===== config.mk =====
export PLATFORM = sky130hd
export DESIGN_NAME = dac_spi_master
export DESIGN_NICKNAME = d
export VERILOG_FILES = /design/src/rtl/dac_spi_pkg.sv /design/src/rtl/spi_bit_tick.sv /design/src/rtl/dac_spi_master.sv
export SDC_FILE = /design/constraint.sdc
export NUM_CORES = 1
export LEC_CHECK = 0
export CELL_PAD_IN_SITES_DETAIL_PLACEMENT = 2
export CELL_PAD_IN_SITES_GLOBAL_PLACEMENT = 2
export CORE_MARGIN = 8
export CORE_UTILIZATION = 37
export DETAILED_ROUTE_END_ITERATION = 8
export PLACE_DENSITY_LB_ADDON = 0.05
export SLEW_MARGIN = 20
export SYNTH_ARGS = -nofsm -noshare
export SYNTH_HDL_FRONTEND = slang
export SYNTH_HIERARCHICAL = 1
export SYNTH_SLANG_ARGS = --single-unit

===== constraint.sdc =====
create_clock -name clk -period 3.2 [get_ports clk]
set_input_delay 0.48 -clock clk [delete_from_list [all_inputs] [get_ports clk]]
set_output_delay 0.48 -clock clk [all_outputs]
set_load 0.005 [all_outputs]

===== src/rtl/dac_spi_pkg.sv =====
// dac_spi_pkg: shared state encoding and default timing constants for the DAC SPI master
package dac_spi_pkg;

   typedef enum logic [2:0] {
      ST_IDLE     = 3'd0,
      ST_SETUP    = 3'd1,
      ST_SHIFT    = 3'd2,
      ST_HOLD     = 3'd3,
      ST_DONE     = 3'd4,
      ST_WAIT_REL = 3'd5
   } state_t;

   localparam int DAC_WORD_W   = 24;
   localparam int DEF_CLK_DIV  = 4;
   localparam int DEF_CS_SETUP = 2;
   localparam int DEF_CS_HOLD  = 2;

endpackage


===== src/rtl/spi_bit_tick.sv =====
// spi_bit_tick: SCLK half-period divider giving half_tick (rising sclk) and bit_end (end of bit) strobes
module spi_bit_tick
   import dac_spi_pkg::*;
#(
   parameter int P_CLK_DIV = DEF_CLK_DIV
)(
   input  logic clk,
   input  logic rst_n,
   input  logic en,
   output logic half_tick,
   output logic bit_end
);

   localparam int CW = $clog2(2 * P_CLK_DIV);

   logic [CW-1:0] cnt;

   assign half_tick = en && (cnt == CW'(P_CLK_DIV - 1));
   assign bit_end   = en && (cnt == CW'(2 * P_CLK_DIV - 1));

   // count clk cycles within one bit; held at zero outside SHIFT so every bit starts aligned
   always_ff @(posedge clk or negedge rst_n)
      if (!rst_n)
         cnt <= '0;
      else if (!en || bit_end)
         cnt <= '0;
      else
         cnt <= cnt + 1'b1;

endmodule


===== src/rtl/dac_spi_master.sv =====
// dac_spi_master: serialises a DAC command word MSB first onto sclk/mosi with two chip selects; define DAC_SPI_READBACK_EN to add miso capture into rd_data
module dac_spi_master
   import dac_spi_pkg::*;
#(
   parameter int P_WIDTH    = DAC_WORD_W,
   parameter int P_CLK_DIV  = DEF_CLK_DIV,
   parameter int P_CS_SETUP = DEF_CS_SETUP,
   parameter int P_CS_HOLD  = DEF_CS_HOLD
)(
   input  logic               clk,
   input  logic               rst_n,
   input  logic               wr_req,
   input  logic               sel,
   input  logic [P_WIDTH-1:0] wr_data,
`ifdef DAC_SPI_READBACK_EN
   input  logic               miso,
   output logic [P_WIDTH-1:0] rd_data,
`endif
   output logic               ack,
   output logic               busy,
   output logic               sclk,
   output logic               mosi,
   output logic               cs0_n,
   output logic               cs1_n
);

   localparam int BW = (P_WIDTH > 1) ? $clog2(P_WIDTH) : 1;

   state_t             state;
   logic [P_WIDTH-2:0] sh;
   logic [BW-1:0]      bit_cnt;
   logic [15:0]        wait_cnt;
   logic               half_tick;
   logic               bit_end;

   spi_bit_tick #(.P_CLK_DIV(P_CLK_DIV)) u_tick (
      .clk       (clk),
      .rst_n     (rst_n),
      .en        (state == ST_SHIFT),
      .half_tick (half_tick),
      .bit_end   (bit_end)
   );

   // transfer sequencer; mosi holds the current bit, sh the bits still to send
   always_ff @(posedge clk or negedge rst_n)
      if (!rst_n) begin
         state    <= ST_IDLE;
         ack      <= 1'b0;
         busy     <= 1'b0;
         sclk     <= 1'b1;
         mosi     <= 1'b0;
         cs0_n    <= 1'b1;
         cs1_n    <= 1'b1;
         sh       <= '0;
         bit_cnt  <= '0;
         wait_cnt <= '0;
      end else begin
         ack <= 1'b0;
         case (state)
            ST_IDLE:
               if (wr_req) begin
                  sh       <= wr_data[P_WIDTH-2:0];
                  mosi     <= wr_data[P_WIDTH-1];
                  cs0_n    <= sel;
                  cs1_n    <= !sel;
                  busy     <= 1'b1;
                  wait_cnt <= '0;
                  state    <= ST_SETUP;
               end
            ST_SETUP:
               if (wait_cnt == 16'(P_CS_SETUP - 1)) begin
                  sclk    <= 1'b0;
                  bit_cnt <= '0;
                  state   <= ST_SHIFT;
               end else
                  wait_cnt <= wait_cnt + 1'b1;
            ST_SHIFT:
               if (half_tick)
                  sclk <= 1'b1;
               else if (bit_end) begin
                  if (bit_cnt == BW'(P_WIDTH - 1)) begin
                     wait_cnt <= '0;
                     state    <= ST_HOLD;
                  end else begin
                     sclk    <= 1'b0;
                     mosi    <= sh[P_WIDTH-2];
                     sh      <= sh << 1;
                     bit_cnt <= bit_cnt + 1'b1;
                  end
               end
            ST_HOLD:
               if (wait_cnt == 16'(P_CS_HOLD - 1)) begin
                  cs0_n <= 1'b1;
                  cs1_n <= 1'b1;
                  mosi  <= 1'b0;
                  state <= ST_DONE;
               end else
                  wait_cnt <= wait_cnt + 1'b1;
            ST_DONE: begin
               ack   <= 1'b1;
               busy  <= 1'b0;
               state <= ST_WAIT_REL;
            end
            ST_WAIT_REL:
               if (!wr_req)
                  state <= ST_IDLE;
            default:
               state <= ST_IDLE;
         endcase
      end

`ifdef DAC_SPI_READBACK_EN
   logic [P_WIDTH-1:0] cap;

   // capture miso on each sclk rising cycle and publish the word alongside ack
   always_ff @(posedge clk or negedge rst_n)
      if (!rst_n) begin
         cap     <= '0;
         rd_data <= '0;
      end else if (half_tick)
         cap <= {cap[P_WIDTH-2:0], miso};
      else if (state == ST_DONE)
         rd_data <= cap;
`endif

endmodule

* After elaboration in Yosys (flattened, before gate mapping)
Index checks and enable logic that the tools add are counted.
** Word-level totals
- Bits in registers :: 56
- Bits of input ports :: 28
** Operators by class
- $add $sub $neg :: 3
- Equality and inequality tests :: 20
- Muxes and demuxes :: 43
- Reduce and logical (&&, ||, !) cells :: 21
** Operators with widths (number)
- two-way mux 23 bit :: 4
- two-way mux 16 bit :: 5
- case mux 16 bit (3 select lines) :: 1
- case mux 23 bit (2 select lines) :: 1
- two-way mux 3 bit :: 8
- two-way mux 5 bit :: 4
- inequality test 2 bit, second input constant :: 9
- case mux 3 bit (6 select lines) :: 1
- adder 16 x 1 -> 16 bit, second input constant :: 1
- == test 16 x 1 -> 1 bit, second input constant :: 1
- two-way mux 1 bit :: 13
- AND reduction 6 bit :: 2
- case mux 5 bit (2 select lines) :: 1
- AND reduction 5 bit :: 2
- == test 3 x 2 -> 1 bit, second input constant :: 3
- == test 3 bit, second input constant :: 3
- case mux 1 bit (2 select lines) :: 4
- nonzero test 2 bit :: 4
- AND reduction 7 bit :: 1
- inequality test 3 bit, second input constant :: 2
- nonzero test 3 bit :: 2
- adder 5 x 1 -> 5 bit, second input constant :: 1
- == test 5 bit, second input constant :: 1
- AND reduction 4 bit :: 1
- other kinds (10) :: 12

* Depth between registers and ports, before layout
- Depth after elaboration :: 5
- Mapped depth :: 10
- Depth with buffers taken out :: 7

* Cells and area by module
The synthesis kept the hierarchy.
** By module, submodules not included
- dac_spi_master :: times used 1, cells each 272, area an instance 2894.0 µm², sequential area each 1330.0 µm²
- spi_bit_tick :: times used 1, cells each 12, area an instance 160.2 µm², sequential area each 75.1 µm²

* Least setup slack after synthesis
Ideal clock, no wire load.
- Path type :: register -> register
- Start point :: register state[1]
- End point :: register sh[10]
- Library setup time :: 125 ps
- Data arrival time :: 2442 ps
- Required time :: 3075 ps
- Setup slack :: 634 ps
- Stages on the path, launching flop included :: 11
- Buffers on the path :: 3
- Cell sequence :: dfrtp_1 buf_2 buf_2 inv_1 nor3_1 and2_2 and3b_1 a21oi_1 nand2b_1 buf_2 mux2_2
** On the way
- Cells in the longest elaborated chain, start to end :: 4
** Ends and longest elaborated chain
- start: declaration :: RTL line dac_spi_master.sv:29 : state_t state;
- start signal: assignment :: RTL line dac_spi_master.sv:47 : state <= ST_IDLE;
- start signal: assignment :: RTL line dac_spi_master.sv:68 : state <= ST_SETUP;
- start signal: assignment :: RTL line dac_spi_master.sv:74 : state <= ST_SHIFT;
- == test 3 x 2 -> 1 bit :: RTL line dac_spi_master.sv:39 : .en (state == ST_SHIFT),
- logical AND 1 bit :: RTL line spi_bit_tick.sv:18 : assign half_tick = en && (cnt == CW'(P_CLK_DIV - 1));
- via half_tick :: RTL line dac_spi_master.sv:33 : logic half_tick;
- inequality test 2 bit (no source line)
- AND reduction 5 bit (no source line)
- end signal: assignment :: RTL line dac_spi_master.sv:62 : sh <= wr_data[P_WIDTH-2:0];
- end signal: assignment :: RTL line dac_spi_master.sv:87 : sh <= sh << 1;
- end: declaration :: RTL line dac_spi_master.sv:30 : logic [P_WIDTH-2:0] sh;
The timed path passes the listed nets, and every way through them passes these cells.
A chain may end at the register's enable or synchronous reset.

* Worst setup path after layout
- Start point :: register state[1]
- End point :: register sh[22]
Same word-level chain as after synthesis.

==> flow_summary.json <==
{
  "max_cap_violations": 0,
  "antenna_found_initial": 0,
  "slew_headroom_pct": 56.0,
  "skew_ns": 0.0133,
  "drt-initial-drc-count": 116,
  "critPathLaunch": "state[1]$_DFFE_PN0P_",
  "drtAntennaViolNets": 0,
  "syn_area_mm2": 0.00305,
  "final_area_mm2": 0.00360,
  "p_leak_nw": 1.50,
  "nets": 351,
  "setup_tns_ns": 0,
  "crit_type": "flip-flop to flip-flop",
  "worst_ep_required_time_ns": 3.40,
  "hold_path_class": "input pin to asynchronous set/reset pin",
  "yosysWarnings": 6,
  "synth_edf_count": 0,
  "holdWs_ns": 0.141,
  "yosysSeqAreaShare_pct": 46.0,
  "setup_slack_ns": 0.712,
  "grt-ovfl-total": 0,
  "vias": 2365,
  "grt_max_degree": 43,
  "min_period_ns": 2.49,
  "hold_buffers": 0,
  "clockBufferDepth": 2,
  "synthesis.nets": 318,
  "peakVddDrop_mv": 0.235,
  "rsz0062_at_grt": "no",
  "place_ws_ns": 0.727,
  "fp.coreArea_mm2": 0.00809,
  "cts_made_buffers": 5,
  "status": "finished, final reports clean",
  "die_height_um": 107,
  "rows": 33,
  "area_delta_synth_final_pct": 17.9,
  "diodes": 0,
  "fin_util_pct": 44.5,
  "syn_inst": 284,
  "grt_pass1_wl_mm": 13.7,
  "r2r-start": "state[1]$_DFFE_PN0P_",
  "drive_above_1_share_pct": 24.2,
  "ys.flop_type": "dfrtp_1",
  "cts.root.buffer_cell": "clkbuf_8",
  "cts_setup_buffers": 0,
  "dieArea_mm2": 0.0114,
  "crit_path_start_kind": "flip-flop",
  "gp_congestion": 0.730,
  "die_w_um": 107,
  "ys_types": 54,
  "grt_pass1_vias": 2630,
  "synth_seq_cells": 56,
  "worst_pin_slew_ns": 0.654,
  "first_pass_iters": 4,
  "clkSlewWorstSetupHoldPaths_ns": 0.12,
  "final_max_slew_viol_count": 0,
  "synthArstFlopShare_pct": 100,
  "max_freq_ghz": 0.402,
  "finalHoldViolCount": 0,
  "power_density_mw_per_mm2": 717,
  "arrival_ns": 2.69,
  "setup_viol": 0,
  "grt_usage_pct": 14.8,
  "clk_latency_ns": 0.32,
  "synth_area_per_cell_um2": 10.8,
  "routedWlPerCell_um": 18.9,
  "cts_tree": "done",
  "place_area_mm2": 0.00351,
  "wirelength_mm": 7.99,
  "fin_crit_sh_pct": 77.7,
  "route.detailed.drc": 0,
  "hpwlAfterDp_mm": 5.74,
  "via_per_inst": 5.59,
  "timing.critical_path.to_type": "flip-flop",
  "io_pins": 34,
  "cts_max_level": 2,
  "start_util_pct": 37.7,
  "post_cts_resized": 0,
  "cts_sinks": 56,
  "io_buffers": 33,
  "cp_max_fo": 22
}
report_power, final:
group          internal (mW)  leakage, nW  switching, mW
combinational          0.510        0.759          0.479
clock                  0.157       0.0414          0.249
sequential             0.970        0.702          0.220
per-stage QoR:
stage	cells	total power [mW]
after floorplan	284	1.86
final	423	2.58
after global routing	423	2.79
after global placement	415	2.14
after detailed placement	415	2.21
after CTS	423	2.62
worst max-delay path: stages (launching register included):
cell	delay (ns)
dfrtp_1	0.37
inv_1	0.11
nor3_1	0.40
and2_2	0.27
and3b_1	0.22
a21oi_1	0.20
nand2b_1	0.13
buf_4	0.29
mux2_2	0.38
placed cells by master, fill, tap and decap left out, drive strengths merged, types with 4 or more instances in the layout:
cell type      instances
a211oi                 5
a21oi                 16
a31oi                 13
and2                   4
and4                   4
buf                   10
clkbuf                 6
clkdlybuf4s50         32
dfrtp                 53
ha                     6
inv                    9
mux2                  45
nand2                 14
nand2b                 5
nand3                  7
nor2                  10
nor2b                  4
nor3b                  6
nor4                   4
o21ai                 16
o31ai                  6
cell usage after synthesis (2+ instances only):
cell type	instances	area, um2
and3_1	2	12.5
mux2i_1	2	20.0
o21ai_0	16	80.1
a21o_1	3	22.5
a41oi_1	2	17.5
nor2_1	10	37.5
dfrtp_1	53	1330
a21oi_1	16	80.1
and2_2	3	22.5
and3b_1	2	17.5
a221oi_1	2	17.5
nor3_1	3	15.0
o22ai_1	3	18.8
a31oi_1	13	81.3
and4_1	3	26.3
buf_2	5	25.0
a211oi_1	4	30.0
nand3_1	6	30.0
nand2b_1	5	31.3
mux2_2	44	495
nor3b_1	5	37.5
ha_1	6	75.1
nand2_1	14	52.6
nor2b_1	4	25.0
o31ai_1	6	45.0
inv_1	9	33.8
dfstp_2	3	78.8
nor4_1	4	25.0
clkbuf_1	9	33.8
o311ai_0	2	17.5
o21bai_1	2	15.0
state kept, by name, indices dropped and copies added (netlist names), 3 cells and up:
name,flops
state,3
u_tick/cnt,3
sh,23
wait_cnt,16
bit_cnt,5
cells by family (layout without fill, tap and decap cells):
group           Yosys count  count (layout)  share of synthesized area [%]
fa+ha+maj                 6               6                           2.46
mux                      47              47                           17.2
flops                    56              56                           46.0
simple gates             75              75                           15.1
buf+inv                  25              59                           3.32
compound gates           75              75                           15.9
final cells by class:
| cell class | count | area, um2 |
|---|---|---|
| sequential | 56 | 1410 |
| tap | 105 | 131 |
| timing repair buffer | 42 | 395 |
| multi-input combinational | 203 | 1550 |
| fill | 865 | 4490 |
| inverter | 9 | 33.8 |
| clock inverter | 2 | 16.3 |
| clock buffer | 6 | 72.6 |
layer usage:
layer	global-route usage [%]	vias up	routed length, um
met5	0	-	0
met4	3.32	0	67
met3	3.00	5	154
met2	24.3	24	3880
met1	19.6	1213	3890
li1	-	1123	-
path summary, 6_finish.rpt:
| kind | slack (ns) | endpoint | depth (start not counted) |
|---|---|---|---|
| setup / recovery | 0.71 | sh[22]$_DFFE_PN0P_ | 8 |
| hold / removal | 0.14 | wait_cnt[5]$_DFFE_PN0P_ | 1 |
| setup reg to reg | 0.71 | sh[22]$_DFFE_PN0P_ | 8 |
| hold reg to reg | 0.46 | u_tick/cnt[0]$_DFF_PN0_ | 1 |
| max in group asynchronous | 2.42 | cs0_n$_DFFE_PN1P_ | 2 |
| min in group clk | 0.46 | u_tick/cnt[0]$_DFF_PN0_ | 1 |
Note: power is estimated with default switching activity, not from simulation.
